## config.mk

```make
export PLATFORM = sky130hd
export DESIGN_NAME = systolic_array_stream_ctrl
export DESIGN_NICKNAME = d
export VERILOG_FILES = /design/src/rtl/systolic_array_stream_ctrl.sv
export SDC_FILE = /design/constraint.sdc
export NUM_CORES = 1
export LEC_CHECK = 0
export ABC_CLOCK_PERIOD_IN_PS = 4400
export BUFFER_PORTS_ARGS = -buffer_cell sky130_fd_sc_hd__buf_2
export CAP_MARGIN = 5
export CORE_MARGIN = 2
export CORE_UTILIZATION = 53
export DETAILED_ROUTE_END_ITERATION = 10
export PLACE_DENSITY = 0.79
export SKIP_LAST_GASP = 1
export SYNTH_ARGS = -nofsm -noshare
export SYNTH_HDL_FRONTEND = slang
export SYNTH_SLANG_ARGS = --single-unit
```

## constraint.sdc

```tcl
create_clock -name sys_clk -period 4.4 [get_ports sys_clk]
set_input_delay 1.32 -clock sys_clk [delete_from_list [all_inputs] [get_ports sys_clk]]
set_output_delay 1.32 -clock sys_clk [all_outputs]
set_load 0.005 [all_outputs]
```

## src/rtl/systolic_array_stream_ctrl.sv

```systemverilog
// systolic_array_stream_ctrl: packs an X/Y element stream into the array buses,
// runs one systolic job and streams the captured Z elements back out.
`default_nettype none

module systolic_array_stream_ctrl #(
   parameter int BITWIDTH                 = 8,
   parameter int IS_BITWIDTH_DOUBLE_SCALE = 0,
   parameter int X_ROW                    = 3,
   parameter int XCOL_YROW                = 3,
   parameter int Y_COL                    = 3
) (
   input  logic                                                          sys_clk,
   input  logic                                                          sys_rst,
   input  logic                                                          s_valid,
   output logic                                                          s_ready,
   input  logic [BITWIDTH-1:0]                                           s_data,
   output logic                                                          m_valid,
   input  logic                                                          m_ready,
   output logic [BITWIDTH*(IS_BITWIDTH_DOUBLE_SCALE+1)-1:0]              m_data,
   output logic                                                          m_last,
   output logic                                                          sa_start,
   input  logic                                                          sa_done,
   output logic [BITWIDTH*X_ROW*XCOL_YROW-1:0]                           sa_X,
   output logic [BITWIDTH*XCOL_YROW*Y_COL-1:0]                           sa_Y,
   input  logic [BITWIDTH*(IS_BITWIDTH_DOUBLE_SCALE+1)*X_ROW*Y_COL-1:0]  sa_Z,
   output logic                                                          busy,
   output logic [15:0]                                                   run_cycles
);

   localparam int ZW   = BITWIDTH * (IS_BITWIDTH_DOUBLE_SCALE + 1);
   localparam int NX   = X_ROW * XCOL_YROW;
   localparam int NY   = XCOL_YROW * Y_COL;
   localparam int NZ   = X_ROW * Y_COL;
   localparam int XW   = BITWIDTH * NX;
   localparam int YW   = BITWIDTH * NY;
   localparam int ZTW  = ZW * NZ;
   localparam int NXY  = (NX > NY) ? NX : NY;
   localparam int NMAX = (NXY > NZ) ? NXY : NZ;
   localparam int IDXW = (NMAX > 1) ? $clog2(NMAX) : 1;

   localparam logic [IDXW-1:0] X_LAST = IDXW'(NX - 1);
   localparam logic [IDXW-1:0] Y_LAST = IDXW'(NY - 1);
   localparam logic [IDXW-1:0] Z_LAST = IDXW'(NZ - 1);
   localparam logic [XW-1:0]   X_MASK = XW'({BITWIDTH{1'b1}});
   localparam logic [YW-1:0]   Y_MASK = YW'({BITWIDTH{1'b1}});

   typedef enum logic [1:0] {
      LOAD_X = 2'd0,
      LOAD_Y = 2'd1,
      RUN    = 2'd2,
      DRAIN  = 2'd3
   } state_t;

   state_t            state_q, state_d;
   logic [IDXW-1:0]   idx_q, idx_d;
   logic [XW-1:0]     x_q, x_d;
   logic [YW-1:0]     y_q, y_d;
   logic [ZTW-1:0]    z_q, z_d;
   logic [15:0]       cnt_q, cnt_d;
   logic [15:0]       run_q, run_d;
   logic              sready_q, sready_d;
   logic              mvalid_q, mvalid_d;

   logic              s_fire;
   logic              m_fire;
   logic [15:0]       cnt_inc;
   int                xsh;
   int                ysh;
   int                zsh;

   // Element k sits at bit offset W*(N-1-k): element (0,0) lives in the MSBs.
   assign xsh     = BITWIDTH * (NX - 1 - int'(idx_q));
   assign ysh     = BITWIDTH * (NY - 1 - int'(idx_q));
   assign zsh     = ZW * (NZ - 1 - int'(idx_q));
   assign s_fire  = s_valid && sready_q;
   assign m_fire  = mvalid_q && m_ready;
   assign cnt_inc = (cnt_q == 16'hFFFF) ? cnt_q : cnt_q + 16'd1;

   always_ff @(posedge sys_clk) begin
      if (sys_rst) begin
         state_q  <= LOAD_X;
         idx_q    <= '0;
         x_q      <= '0;
         y_q      <= '0;
         z_q      <= '0;
         cnt_q    <= '0;
         run_q    <= '0;
         sready_q <= 1'b0;
         mvalid_q <= 1'b0;
      end else begin
         state_q  <= state_d;
         idx_q    <= idx_d;
         x_q      <= x_d;
         y_q      <= y_d;
         z_q      <= z_d;
         cnt_q    <= cnt_d;
         run_q    <= run_d;
         sready_q <= sready_d;
         mvalid_q <= mvalid_d;
      end
   end

   always_comb begin
      state_d  = state_q;
      idx_d    = idx_q;
      x_d      = x_q;
      y_d      = y_q;
      z_d      = z_q;
      cnt_d    = cnt_q;
      run_d    = run_q;
      mvalid_d = mvalid_q;
      case (state_q)
         LOAD_X: begin
            if (s_fire) begin
               x_d = (x_q & ~(X_MASK << xsh)) | (XW'(s_data) << xsh);
               if (idx_q == X_LAST) begin
                  idx_d   = '0;
                  state_d = LOAD_Y;
               end else begin
                  idx_d = idx_q + IDXW'(1);
               end
            end
         end
         LOAD_Y: begin
            if (s_fire) begin
               y_d = (y_q & ~(Y_MASK << ysh)) | (YW'(s_data) << ysh);
               if (idx_q == Y_LAST) begin
                  idx_d   = '0;
                  cnt_d   = '0;
                  state_d = RUN;
               end else begin
                  idx_d = idx_q + IDXW'(1);
               end
            end
         end
         RUN: begin
            cnt_d = cnt_inc;
            // Count includes the cycle done is sampled, since start is still high then.
            if (sa_done) begin
               z_d      = sa_Z;
               run_d    = cnt_inc;
               cnt_d    = '0;
               mvalid_d = 1'b1;
               state_d  = DRAIN;
            end
         end
         DRAIN: begin
            if (m_fire) begin
               if (idx_q == Z_LAST) begin
                  idx_d    = '0;
                  mvalid_d = 1'b0;
                  state_d  = LOAD_X;
               end else begin
                  idx_d = idx_q + IDXW'(1);
               end
            end
         end
         default: state_d = LOAD_X;
      endcase
   end

   // Registered ready keeps s_ready low for the first cycle out of reset.
   assign sready_d   = (state_d == LOAD_X) || (state_d == LOAD_Y);

   assign s_ready    = sready_q;
   assign m_valid    = mvalid_q;
   assign m_data     = ZW'(z_q >> zsh);
   assign m_last     = mvalid_q && (idx_q == Z_LAST);
   assign sa_start   = (state_q == RUN);
   assign sa_X       = x_q;
   assign sa_Y       = y_q;
   assign busy       = !((state_q == LOAD_X) && (idx_q == '0));
   assign run_cycles = run_q;

endmodule

`default_nettype wire
```

==> results of run 1 <==
-- power groups by stage --
stage,clock network (mW),registers [mW],logic [mW]
global placement,0,2.40,0.347
finish,2.31,2.35,0.355
floorplan,0,2.40,0.231
detailed placement,0,2.40,0.353
CTS,2.34,2.35,0.354
global route,2.43,2.35,0.386
-- stage by stage --
stage | cell area (µm²) | worst slack (ns) | utilization | instances | hold slack [ns]
finish | 12800 | 0.202 | 0.657 | 1659 | 0.452
floorplan | 10500 | 0.726 | - | 1162 | 0.433
detailed placement | 11900 | 0.775 | 0.611 | 1615 | 0.444
global route | 12800 | 0.0397 | 0.657 | 1659 | 0.471
global placement | 11900 | 0.820 | 0.611 | 1615 | 0.440
CTS | 12800 | 0.200 | 0.657 | 1659 | 0.452
-- path summary, 6_finish.rpt --
path,endpoint
hold reg to reg,sa_X[65]
setup reg to reg,sa_Y[49]
hold / removal,sa_X[65]
setup / recovery,m_data[0]
-- cells by family after synthesis --
logic type | synth area share
buffers and inverters | 0.0345
flip-flops | 0.489
AND/OR/NAND/NOR | 0.201
AO/OA/AOI/OAI | 0.101
XOR/XNOR | 0.00669
multiplexers | 0.159
adder cells (fa/ha/maj) | 0.00836
-- worst max-delay path: stages (launching register included) --
cell     delay (ns)
dfxtp_1        0.58
inv_1          0.12
ha_1           0.32
buf_4          0.35
mux4_2         0.34
nor2b_1        0.14
a31oi_1        0.14
o21ai_0        0.16
buf_2          0.20
-- flip-flops by register name (all words and copies together), names as in the netlist --
signal / flops
run_cycles: 16
idx_q: 4
cnt_q: 16
z_q: 72
s_ready: 1
state_q: 2
sa_X: 72
sa_Y: 72
m_valid: 1
-- layout make-up --
class                      count  area (µm²)  area share
inverter                       9        33.8     0.00264
multi-input combinational    817        5000       0.391
timing repair buffer         268        1400       0.110
clock buffer                  35         734      0.0575
sequential                   256        5120       0.401
tap                          265         332      0.0259
clock inverter                 9         160      0.0125
-- cells in the mapped netlist (3+ instances only) --
| library cell | number |
|---|---|
| o31ai_1 | 3 |
| o21ai_0 | 19 |
| nor3_4 | 7 |
| mux2i_1 | 132 |
| a22oi_1 | 9 |
| xnor2_1 | 5 |
| nor3_1 | 11 |
| o211ai_1 | 4 |
| nor2b_1 | 4 |
| nand3b_1 | 4 |
| a211oi_1 | 3 |
| a21oi_1 | 121 |
| nand2b_1 | 4 |
| inv_1 | 9 |
| xor2_1 | 3 |
| and2_1 | 5 |
| nand2_1 | 250 |
| and3_1 | 7 |
| dfxtp_1 | 256 |
| nor2_2 | 4 |
| buf_2 | 16 |
| nor2_1 | 116 |
| nand3_1 | 30 |
| ha_1 | 7 |
| nand3_2 | 3 |
| clkbuf_1 | 60 |
| or2_2 | 3 |
| mux4_2 | 15 |
| a31oi_1 | 4 |
| o32ai_1 | 3 |
| nand4_1 | 5 |
| nor4_1 | 5 |
-- layer usage --
layer,vias up,wire [µm],GRT usage
li1,4396,-,-
met2,314,13200,0.419
met5,-,0,0
met1,4215,12400,0.350
met3,60,1760,0.0371
met4,0,810,0.0910
==> metrics.txt, run 1 <==
# TYPE chip_impl_metric gauge
chip_impl_info{name="rsz0062_at_grt",value="no"} 1
chip_impl_metric{name="worst_slew_pin_slew",unit="ns"} 1.03
chip_impl_metric{name="max_frequency",unit="MHz"} 238
chip_impl_metric{name="ys_async_sr_fraction",unit=""} 0
chip_impl_metric{name="internal_power",unit="mW"} 3.85
chip_impl_info{name="result_of_the_run",value="complete, no violations"} 1
chip_impl_info{name="most-common-layout-cells",value="dfxtp_1 (256), buf_2 (256), nand2_1 (249)"} 1
chip_impl_info{name="rr_startpoint",value="idx_q[0]"} 1
chip_impl_metric{name="gr-usage-all-layers",unit=""} 0.257
chip_impl_metric{name="post_syn_area_per_cell",unit="µm²"} 9.02
chip_impl_metric{name="final.period_utilization",unit=""} 0.954
chip_impl_metric{name="die_width",unit="µm"} 145
chip_impl_info{name="clock_tree_from_tritoncts",value="yes"} 1
chip_impl_info{name="hold_path_class",value="reg -> reg"} 1
chip_impl_metric{name="timing.final.hold_violations",unit=""} 0
chip_impl_metric{name="site_row_count",unit=""} 51
chip_impl_metric{name="worst_ir_drop_vdd",unit="µV"} 329
chip_impl_info{name="criticalPathCategory",value="reg -> out"} 1
chip_impl_metric{name="crit_fanout",unit=""} 25
chip_impl_metric{name="ys_seq_elements",unit=""} 256
chip_impl_metric{name="routed_via_density",unit=""} 5.42
chip_impl_metric{name="layout.nets",unit=""} 1470
chip_impl_metric{name="totalPowerFinal",unit="mW"} 5.01
chip_impl_metric{name="area_growth",unit="%"} 22.0
chip_impl_metric{name="synth_cell_type_count",unit=""} 62
chip_impl_metric{name="number_of_setup_buffers_added_after_cts",unit=""} 0
chip_impl_metric{name="cp_data_arrival_time",unit="ns"} 2.88
chip_impl_metric{name="p_seq_frac",unit=""} 0.469
chip_impl_metric{name="netlist_instances",unit=""} 1162
chip_impl_metric{name="pin_count_of_the_biggest_net_entering_global_routing",unit=""} 207
chip_impl_metric{name="pwr-share-clk",unit=""} 0.460
chip_impl_info{name="netlist.top_cell.by_area",value="dfxtp_1"} 1
chip_impl_metric{name="cts_resized",unit=""} 0
chip_impl_metric{name="diodes",unit=""} 0
chip_impl_metric{name="p_sw_frac",unit=""} 0.231
chip_impl_metric{name="synth_enable_flop_cells",unit=""} 0
chip_impl_info{name="startpoint",value="idx_q[0]"} 1
chip_impl_metric{name="max-clock-path-buffers",unit=""} 3
chip_impl_metric{name="switching_power",unit="mW"} 1.16
chip_impl_metric{name="setup_viol",unit=""} 0
chip_impl_metric{name="yosysSeqAreaShare",unit=""} 0.489
chip_impl_metric{name="die_y",unit="µm"} 145
chip_impl_metric{name="post-route-min-period",unit="ns"} 4.20
chip_impl_metric{name="dr_total_vias",unit=""} 8985
chip_impl_metric{name="drt_pre_antenna_iters",unit=""} 6
chip_impl_metric{name="cts_buffers",unit=""} 26
chip_impl_metric{name="r2r_cells",unit=""} 8
chip_impl_metric{name="first_global_vias",unit=""} 8348
chip_impl_metric{name="synthesis.area",unit="µm²"} 10500
chip_impl_metric{name="worstPathRequired",unit="ns"} 3.08
chip_impl_metric{name="nFillCells",unit=""} 1593
chip_impl_info{name="endpoint_kind",value="output port"} 1
chip_impl_metric{name="syn-num-nets",unit=""} 1254
chip_impl_metric{name="drv.max_cap_violation_count",unit=""} 0
chip_impl_metric{name="pwr_density_cell",unit="nW/µm²"} 392
chip_impl_metric{name="gp_congestion",unit=""} 0.837
chip_impl_metric{name="start_util",unit=""} 0.538
chip_impl_metric{name="clk_transition_reported_paths",unit="ns"} 0.06
chip_impl_metric{name="worst-r2r-setup-slack",unit="ns"} 1.50
chip_impl_metric{name="die-area",unit="µm²"} 20900
chip_impl_metric{name="post_route_cells_drive_above_1_share",unit=""} 0.255
chip_impl_metric{name="hold-path-cell-count",unit=""} 2
chip_impl_metric{name="grt_first_pass_wirelength",unit="mm"} 42.8
chip_impl_metric{name="worstSkewPairLatency",unit="ns"} 0.53
chip_impl_metric{name="drt_first_iter_violations",unit=""} 561
chip_impl_metric{name="postRouteAntennaNets",unit=""} 0
chip_impl_metric{name="grt-ovfl-total",unit=""} 0
chip_impl_metric{name="io_pins",unit=""} 258
chip_impl_metric{name="number_of_antenna_violations_at_the_first_check_in_global_routing",unit=""} 0
chip_impl_metric{name="final-max-slew-violation-count",unit=""} 0
chip_impl_metric{name="power.combinational.fraction",unit=""} 0.071
chip_impl_metric{name="routed_wl",unit="mm"} 28.1
chip_impl_metric{name="hpwl",unit="mm"} 19.2
chip_impl_metric{name="p_leak",unit="nW"} 5.30
chip_impl_metric{name="route.detailed.wl_per_inst",unit="µm"} 17.0
chip_impl_metric{name="count_of_h_tree_levels_built_during_cts",unit=""} 1
chip_impl_metric{name="timing.max_slew.rel_slack",unit=""} 0.312
chip_impl_metric{name="drc",unit=""} 0
chip_impl_metric{name="fin_setup_tns",unit="ns"} 0
chip_impl_info{name="synth_top_area_cells",value="dfxtp_1 (49%), mux2i_1 (13%), nand2_1 (9.0%), a21oi_1 (5.8%), nor2_1 (4.2%)"} 1
chip_impl_metric{name="port_buffers",unit=""} 257
chip_impl_info{name="hold_path.startpoint",value="sa_X[65]"} 1
chip_impl_metric{name="core_area",unit="µm²"} 19500
chip_impl_metric{name="synthesis.yosys.warnings",unit=""} 0
chip_impl_info{name="synth_top_flop_cell",value="dfxtp_1"} 1
chip_impl_metric{name="cts_sinks",unit=""} 256
chip_impl_metric{name="fin_skew",unit="ns"} 0.0160
chip_impl_info{name="crit_path_start_kind",value="register"} 1
chip_impl_metric{name="cts_hold_buffers",unit=""} 0
chip_impl_info{name="clockRootBuffer",value="clkbuf_16"} 1
chip_impl_metric{name="synth_top_area_frac",unit=""} 0.489
Note: power is estimated with default switching activity, not from simulation.
==> run 2, diff against run 1 <==
CORE_UTILIZATION = 55   (was 53)
CTS_BUF_LIST = sky130_fd_sc_hd__clkbuf_4 sky130_fd_sc_hd__clkbuf_8   (was unset)
PLACE_DENSITY = 0.82   (was 0.79)
==> run 2 against run 1 <==
Against the previous run: via count grew 1.9%; register-to-register slack gained 0.14 ns; critical path depth grew 1; power shrank 4.5%; sequential power is essentially flat; routed wire length shrank 1.1%; largest power group unchanged; highest routed layer unchanged.
==> metrics.txt, run 2 (synthesis results as in run 1) <==
# TYPE chip_impl_metric gauge
chip_impl_metric{name="worst-r2r-setup-slack",unit="ns"} 1.64
chip_impl_metric{name="number_of_antenna_violations_at_the_first_check_in_global_routing",unit=""} 1
chip_impl_info{name="result_of_the_run",value="complete, no violations"} 1
chip_impl_metric{name="dr_total_vias",unit=""} 9153
chip_impl_metric{name="core_area",unit="µm²"} 18700
chip_impl_metric{name="timing.final.hold_violations",unit=""} 0
chip_impl_metric{name="die-area",unit="µm²"} 20200
chip_impl_metric{name="pin_count_of_the_biggest_net_entering_global_routing",unit=""} 207
chip_impl_info{name="rr_startpoint",value="idx_q[1]"} 1
chip_impl_info{name="crit_path_start_kind",value="register"} 1
chip_impl_info{name="most-common-layout-cells",value="dfxtp_1 (256), buf_2 (256), nand2_1 (249)"} 1
chip_impl_metric{name="worstPathRequired",unit="ns"} 3.08
chip_impl_metric{name="die_width",unit="µm"} 142
chip_impl_info{name="clockRootBuffer",value="clkbuf_8"} 1
chip_impl_metric{name="final-max-slew-violation-count",unit=""} 0
chip_impl_metric{name="totalPowerFinal",unit="mW"} 4.78
chip_impl_metric{name="crit_fanout",unit=""} 7
chip_impl_metric{name="r2r_cells",unit=""} 8
chip_impl_info{name="hold_path_class",value="reg -> reg"} 1
chip_impl_metric{name="first_global_vias",unit=""} 8468
chip_impl_metric{name="worstSkewPairLatency",unit="ns"} 0.53
chip_impl_info{name="rr_endpoint",value="sa_Y[52]"} 1
chip_impl_metric{name="post-route-min-period",unit="ns"} 3.97
chip_impl_metric{name="area_growth",unit="%"} 20.9
chip_impl_info{name="rsz0062_at_grt",value="no"} 1
chip_impl_metric{name="final.period_utilization",unit=""} 0.901
chip_impl_info{name="clock_tree_from_tritoncts",value="yes"} 1
chip_impl_metric{name="start_util",unit=""} 0.560
chip_impl_metric{name="worst_ir_drop_vdd",unit="µV"} 278
chip_impl_metric{name="io_pins",unit=""} 258
chip_impl_metric{name="port_buffers",unit=""} 257
chip_impl_metric{name="cts_resized",unit=""} 0
chip_impl_info{name="criticalPathCategory",value="reg -> out"} 1
chip_impl_metric{name="drt_pre_antenna_iters",unit=""} 5
chip_impl_metric{name="p_leak",unit="nW"} 5.29
chip_impl_metric{name="routed_wl",unit="mm"} 27.8
chip_impl_metric{name="die_y",unit="µm"} 142
chip_impl_metric{name="max_frequency",unit="MHz"} 252
chip_impl_metric{name="worst_slew_pin_slew",unit="ns"} 0.972
chip_impl_info{name="worst_setup_path_endpoint",value="m_data[3]"} 1
chip_impl_metric{name="drv.max_cap_violation_count",unit=""} 0
chip_impl_metric{name="number_of_setup_buffers_added_after_cts",unit=""} 0
chip_impl_metric{name="site_row_count",unit=""} 50
chip_impl_metric{name="post_route_cells_drive_above_1_share",unit=""} 0.269
chip_impl_metric{name="max-clock-path-buffers",unit=""} 3
chip_impl_metric{name="setup_viol",unit=""} 0
chip_impl_info{name="startpoint",value="idx_q[1]"} 1
chip_impl_metric{name="layout.nets",unit=""} 1484
chip_impl_metric{name="fin_skew",unit="ns"} 0.00810
chip_impl_metric{name="hpwl",unit="mm"} 18.8
chip_impl_metric{name="cp_data_arrival_time",unit="ns"} 2.65
chip_impl_metric{name="route.detailed.wl_per_inst",unit="µm"} 16.9
chip_impl_metric{name="timing.max_slew.rel_slack",unit=""} 0.352
chip_impl_metric{name="routed_via_density",unit=""} 5.55
chip_impl_metric{name="cts_buffers",unit=""} 41
chip_impl_metric{name="nFillCells",unit=""} 1508
chip_impl_metric{name="postRouteAntennaNets",unit=""} 0
chip_impl_metric{name="fin_hold_ws",unit="ns"} 0.450
chip_impl_metric{name="count_of_h_tree_levels_built_during_cts",unit=""} 2
chip_impl_metric{name="cts_hold_buffers",unit=""} 0
chip_impl_metric{name="pwr_density_cell",unit="nW/µm²"} 377
chip_impl_metric{name="grt_first_pass_wirelength",unit="mm"} 43.4
chip_impl_metric{name="gr-usage-all-layers",unit=""} 0.268
chip_impl_metric{name="instances_no_fill",unit=""} 1650
chip_impl_metric{name="fin_setup_tns",unit="ns"} 0
chip_impl_metric{name="clk_transition_reported_paths",unit="ns"} 0.06
chip_impl_metric{name="grt-ovfl-total",unit=""} 0
chip_impl_metric{name="cts_sinks",unit=""} 256
chip_impl_metric{name="drc",unit=""} 0
chip_impl_metric{name="drt_first_iter_violations",unit=""} 626
chip_impl_info{name="endpoint_kind",value="output port"} 1
chip_impl_metric{name="placed_cells_incl_taps",unit=""} 1583
chip_impl_metric{name="gp_congestion",unit=""} 0.870
-- run 2: changes by cell type in the layout (fill, tap and decap cells not counted), sizes merged --
cell / change
clkbuf: +24
bufinv: -2
buf: -1
clkinvlp: +1
diode: +1
inv: -1
-- run 2: how the worst min path moves through the flow --
stage                         from  cells after the start        to  slack, ns
after floorplan            z_q[17]                      2   z_q[17]       0.43
after global placement    sa_X[65]                      2  sa_X[65]       0.44
after detailed placement  sa_X[68]                      2  sa_X[68]       0.44
after CTS                 sa_X[68]                      2  sa_X[68]       0.45
after global routing       z_q[57]                      2   z_q[57]       0.47
final                     sa_X[68]                      2  sa_X[68]       0.45
-- run 2: worst max-delay path, stage by stage, from the launching register on --
cell     delay (ns)
dfxtp_1        0.44
inv_1          0.08
ha_1           0.26
nor2b_1        0.21
a21oi_1        0.07
o22ai_1        0.46
buf_4          0.26
a22oi_1        0.09
nand2_1        0.13
buf_2          0.12
-- run 2: cell type report --
cell class | count | area, µm² | area share
clock buffers | 59 | 743 | 0.0586
repair buffers | 267 | 1390 | 0.110
inverters | 9 | 33.8 | 0.00267
well taps | 234 | 293 | 0.0231
diodes | 1 | 2.50 | 0.000197
multi-input cells | 817 | 5000 | 0.394
flip-flops and latches | 256 | 5120 | 0.404
clock inverters | 7 | 87.6 | 0.00691
-- run 2: per-layer routing --
layer	track usage	vias to the layer above	wire [µm]
li1	-	4428	-
met2	0.429	369	12800
met4	0.116	0	1140
met3	0.0441	86	1970
met1	0.361	4270	11900
met5	0	-	0
-- run 2: metrics by stage --
step                      cell area (µm²)   util  worst slack [ns]
after floorplan                     10500      -             0.726
after CTS                           12700  0.677             0.433
after global placement              11800  0.633              1.10
after detailed placement            11800  0.633              1.02
after global routing                12700  0.678             0.238
final                               12700  0.678             0.433
-- run 2: report_power, final --
part,switching (mW),leakage (nW),internal [mW],total (mW)
Clock,0.886,0.440,1.19,2.08
Combinational,0.239,2.79,0.119,0.357
Sequential,0.0105,2.06,2.34,2.35
Total,1.14,5.29,3.65,4.78
==> run 3, diff against run 2 <==
RECOVER_POWER = 100   (was unset)
==> run 3 against run 2 <==
Against the previous run: the run now ends with max-capacitance violations, max-slew violations left; cell area down 2.4%; hold slack about the same; sequential cell count unchanged; global-route usage unchanged; sequential power about the same; critical path depth down 1; register-to-register slack worse by 0.90 ns; count of clock-buffer cells in the layout unchanged; final cell count unchanged; clock power about the same; sequential share of layout area up 0.99 points; core utilization down 1.6 points; largest power group unchanged.
==> metrics.txt, run 3 (synthesis results as in run 1) <==
# TYPE chip_impl_metric gauge
chip_impl_info{name="cp_top_family",value="buffers and inverters"} 1
chip_impl_metric{name="max-clock-path-buffers",unit=""} 3
chip_impl_metric{name="p_sw_frac",unit=""} 0.236
chip_impl_metric{name="gp_congestion",unit=""} 0.870
chip_impl_metric{name="pin_count_of_the_biggest_net_entering_global_routing",unit=""} 207
chip_impl_metric{name="setup_slack",unit="ns"} 0.297
chip_impl_metric{name="die_y",unit="µm"} 142
chip_impl_metric{name="cts_buffers",unit=""} 41
chip_impl_metric{name="worstPathRequired",unit="ns"} 3.08
chip_impl_metric{name="final.period_utilization",unit=""} 0.933
chip_impl_metric{name="biggest_cell_delay_along_the_critical_path",unit="ns"} 0.51
chip_impl_metric{name="die_width",unit="µm"} 142
chip_impl_metric{name="cts_hold_buffers",unit=""} 0
chip_impl_metric{name="route.detailed.wl_per_inst",unit="µm"} 16.9
chip_impl_metric{name="dr_total_vias",unit=""} 9116
chip_impl_info{name="endpoint_kind",value="output port"} 1
chip_impl_metric{name="layout.nets",unit=""} 1484
chip_impl_info{name="crit_path_start_kind",value="register"} 1
chip_impl_metric{name="routed_via_density",unit=""} 5.52
chip_impl_metric{name="worst_slew_pin_slew",unit="ns"} 1.73
chip_impl_metric{name="clk_transition_reported_paths",unit="ns"} 0.06
chip_impl_metric{name="fin_hold_ws",unit="ns"} 0.450
chip_impl_metric{name="core_area",unit="µm²"} 18700
chip_impl_metric{name="count_of_h_tree_levels_built_during_cts",unit=""} 2
chip_impl_info{name="mostFrequentLayoutCell",value="dfxtp_1"} 1
chip_impl_metric{name="timing.final.hold_violations",unit=""} 0
chip_impl_metric{name="grt_first_pass_wirelength",unit="mm"} 43.4
chip_impl_metric{name="cp_num_buf_inv",unit=""} 3
chip_impl_metric{name="postRouteAntennaNets",unit=""} 0
chip_impl_metric{name="timing.max_slew.rel_slack",unit=""} -0.160
chip_impl_metric{name="post-route-min-period",unit="ns"} 4.10
chip_impl_metric{name="port_buffers",unit=""} 257
chip_impl_metric{name="worst_ir_drop_vdd",unit="µV"} 277
chip_impl_metric{name="site_row_count",unit=""} 50
chip_impl_metric{name="drt_first_iter_violations",unit=""} 639
chip_impl_metric{name="io_pins",unit=""} 258
chip_impl_metric{name="detailedPlace.worstSlack",unit="ns"} 1.02
chip_impl_info{name="worst_path_max_delay_cell",value="clkbuf_2"} 1
chip_impl_info{name="criticalPathCategory",value="reg -> out"} 1
chip_impl_metric{name="crit_fanout",unit=""} 25
chip_impl_metric{name="hpwl",unit="mm"} 18.8
chip_impl_metric{name="number_of_setup_buffers_added_after_cts",unit=""} 0
chip_impl_info{name="result_of_the_run",value="finished with violations"} 1
chip_impl_metric{name="worstSkewPairLatency",unit="ns"} 0.53
chip_impl_metric{name="pwr-share-clk",unit=""} 0.436
chip_impl_metric{name="max_frequency",unit="MHz"} 244
chip_impl_metric{name="number_of_antenna_violations_at_the_first_check_in_global_routing",unit=""} 1
chip_impl_metric{name="final-max-slew-violation-count",unit=""} 55
chip_impl_metric{name="drc",unit=""} 0
chip_impl_info{name="critical_path.cell_chain",value="inv_1 -> ha_1 -> clkbuf_2 -> mux4_2 -> nor2b_1 -> a31oi_1 -> o21ai_0 -> buf_2"} 1
chip_impl_metric{name="power.combinational.fraction",unit=""} 0.071
chip_impl_metric{name="area_growth",unit="%"} 18.1
chip_impl_metric{name="gr-usage-all-layers",unit=""} 0.268
chip_impl_metric{name="internal_power",unit="mW"} 3.64
chip_impl_metric{name="p_seq_frac",unit=""} 0.493
chip_impl_metric{name="nFillCells",unit=""} 1585
chip_impl_metric{name="grt-ovfl-total",unit=""} 0
chip_impl_metric{name="area.sequential",unit="µm²"} 5120
chip_impl_metric{name="first_global_vias",unit=""} 8468
chip_impl_metric{name="fin_setup_tns",unit="ns"} 0
chip_impl_info{name="most-common-layout-cells",value="dfxtp_1 (256), nand2_1 (250), buf_2 (154)"} 1
chip_impl_metric{name="pwr_density_cell",unit="nW/µm²"} 385
chip_impl_metric{name="drv.max_cap_violation_count",unit=""} 7
chip_impl_metric{name="setup_viol",unit=""} 0
chip_impl_metric{name="cp_data_arrival_time",unit="ns"} 2.78
chip_impl_info{name="failed_checks",value="max-capacitance violations, max-slew violations"} 1
chip_impl_metric{name="cts_sinks",unit=""} 256
chip_impl_info{name="clockRootBuffer",value="clkbuf_8"} 1
chip_impl_metric{name="switching_power",unit="mW"} 1.12
chip_impl_info{name="hold_path_class",value="reg -> reg"} 1
chip_impl_metric{name="start_util",unit=""} 0.560
chip_impl_metric{name="p_leak",unit="nW"} 4.80
chip_impl_metric{name="die-area",unit="µm²"} 20200
chip_impl_metric{name="cts_resized",unit=""} 0
chip_impl_metric{name="fin_skew",unit="ns"} 0.0126
chip_impl_metric{name="area_of_combinational_cells_with_multiple_inputs",unit="µm²"} 4850
chip_impl_metric{name="post_route_cells_drive_above_1_share",unit=""} 0.180
chip_impl_metric{name="drt_pre_antenna_iters",unit=""} 5
chip_impl_metric{name="routed_wl",unit="mm"} 28.0
chip_impl_info{name="rsz0062_at_grt",value="no"} 1
chip_impl_info{name="clock_tree_from_tritoncts",value="yes"} 1
run 3: final timing paths:
| path | startpoint | to | slack [ns] | cells past startpoint |
|---|---|---|---|---|
| hold reg to reg | sa_X[65] | sa_X[65] | 0.45 | 2 |
| setup / recovery | idx_q[1] | m_data[0] | 0.30 | 8 |
| hold / removal | sa_X[65] | sa_X[65] | 0.45 | 2 |
| setup reg to reg | idx_q[1] | sa_Y[52] | 0.74 | 8 |
run 3: tightest hold or removal path, cell delays in order, from the launching register on:
cell and delay [ns]:
dfxtp_1 0.30, nand2_1 0.05, a21oi_1 0.05
run 3: power by group through the flow:
stage | registers, mW | clock network, mW | logic, mW
2_1_floorplan | 2.40 | 0 | 0.231
3_3_place_gp | 2.40 | 0 | 0.346
3_5_place_dp | 2.40 | 0 | 0.353
4_1_cts | 2.35 | 2.11 | 0.355
5_1_grt | 2.35 | 2.21 | 0.365
6_report | 2.35 | 2.08 | 0.338
run 3: layer usage:
metal | vias up | GRT usage | share of wire
met4 | 0 | 0.116 | 0.034
met1 | 4273 | 0.361 | 0.44
met3 | 70 | 0.0441 | 0.067
li1 | 4416 | - | -
met5 | - | 0 | 0
met2 | 357 | 0.429 | 0.46
run 3: stage by stage:
stage | cell area, µm² | utilization | power [mW] | instances
after floorplan | 10500 | - | 2.63 | 1162
after global placement | 11800 | 0.633 | 2.74 | 1583
after detailed placement | 11800 | 0.633 | 2.75 | 1583
after CTS | 12700 | 0.677 | 4.81 | 1649
after global routing | 12400 | 0.661 | 4.92 | 1650
final | 12400 | 0.661 | 4.76 | 1650
run 3: final cells by class:
cell class                      instances  share of cell area
Antenna cell                            1            0.000202
Clock buffer                           59              0.0601
Clock inverter                          7             0.00708
Inverter                                9             0.00273
Multi-Input combinational cell        817               0.392
Sequential cell                       256               0.414
Tap cell                              234              0.0237
Timing Repair Buffer                  267              0.0997
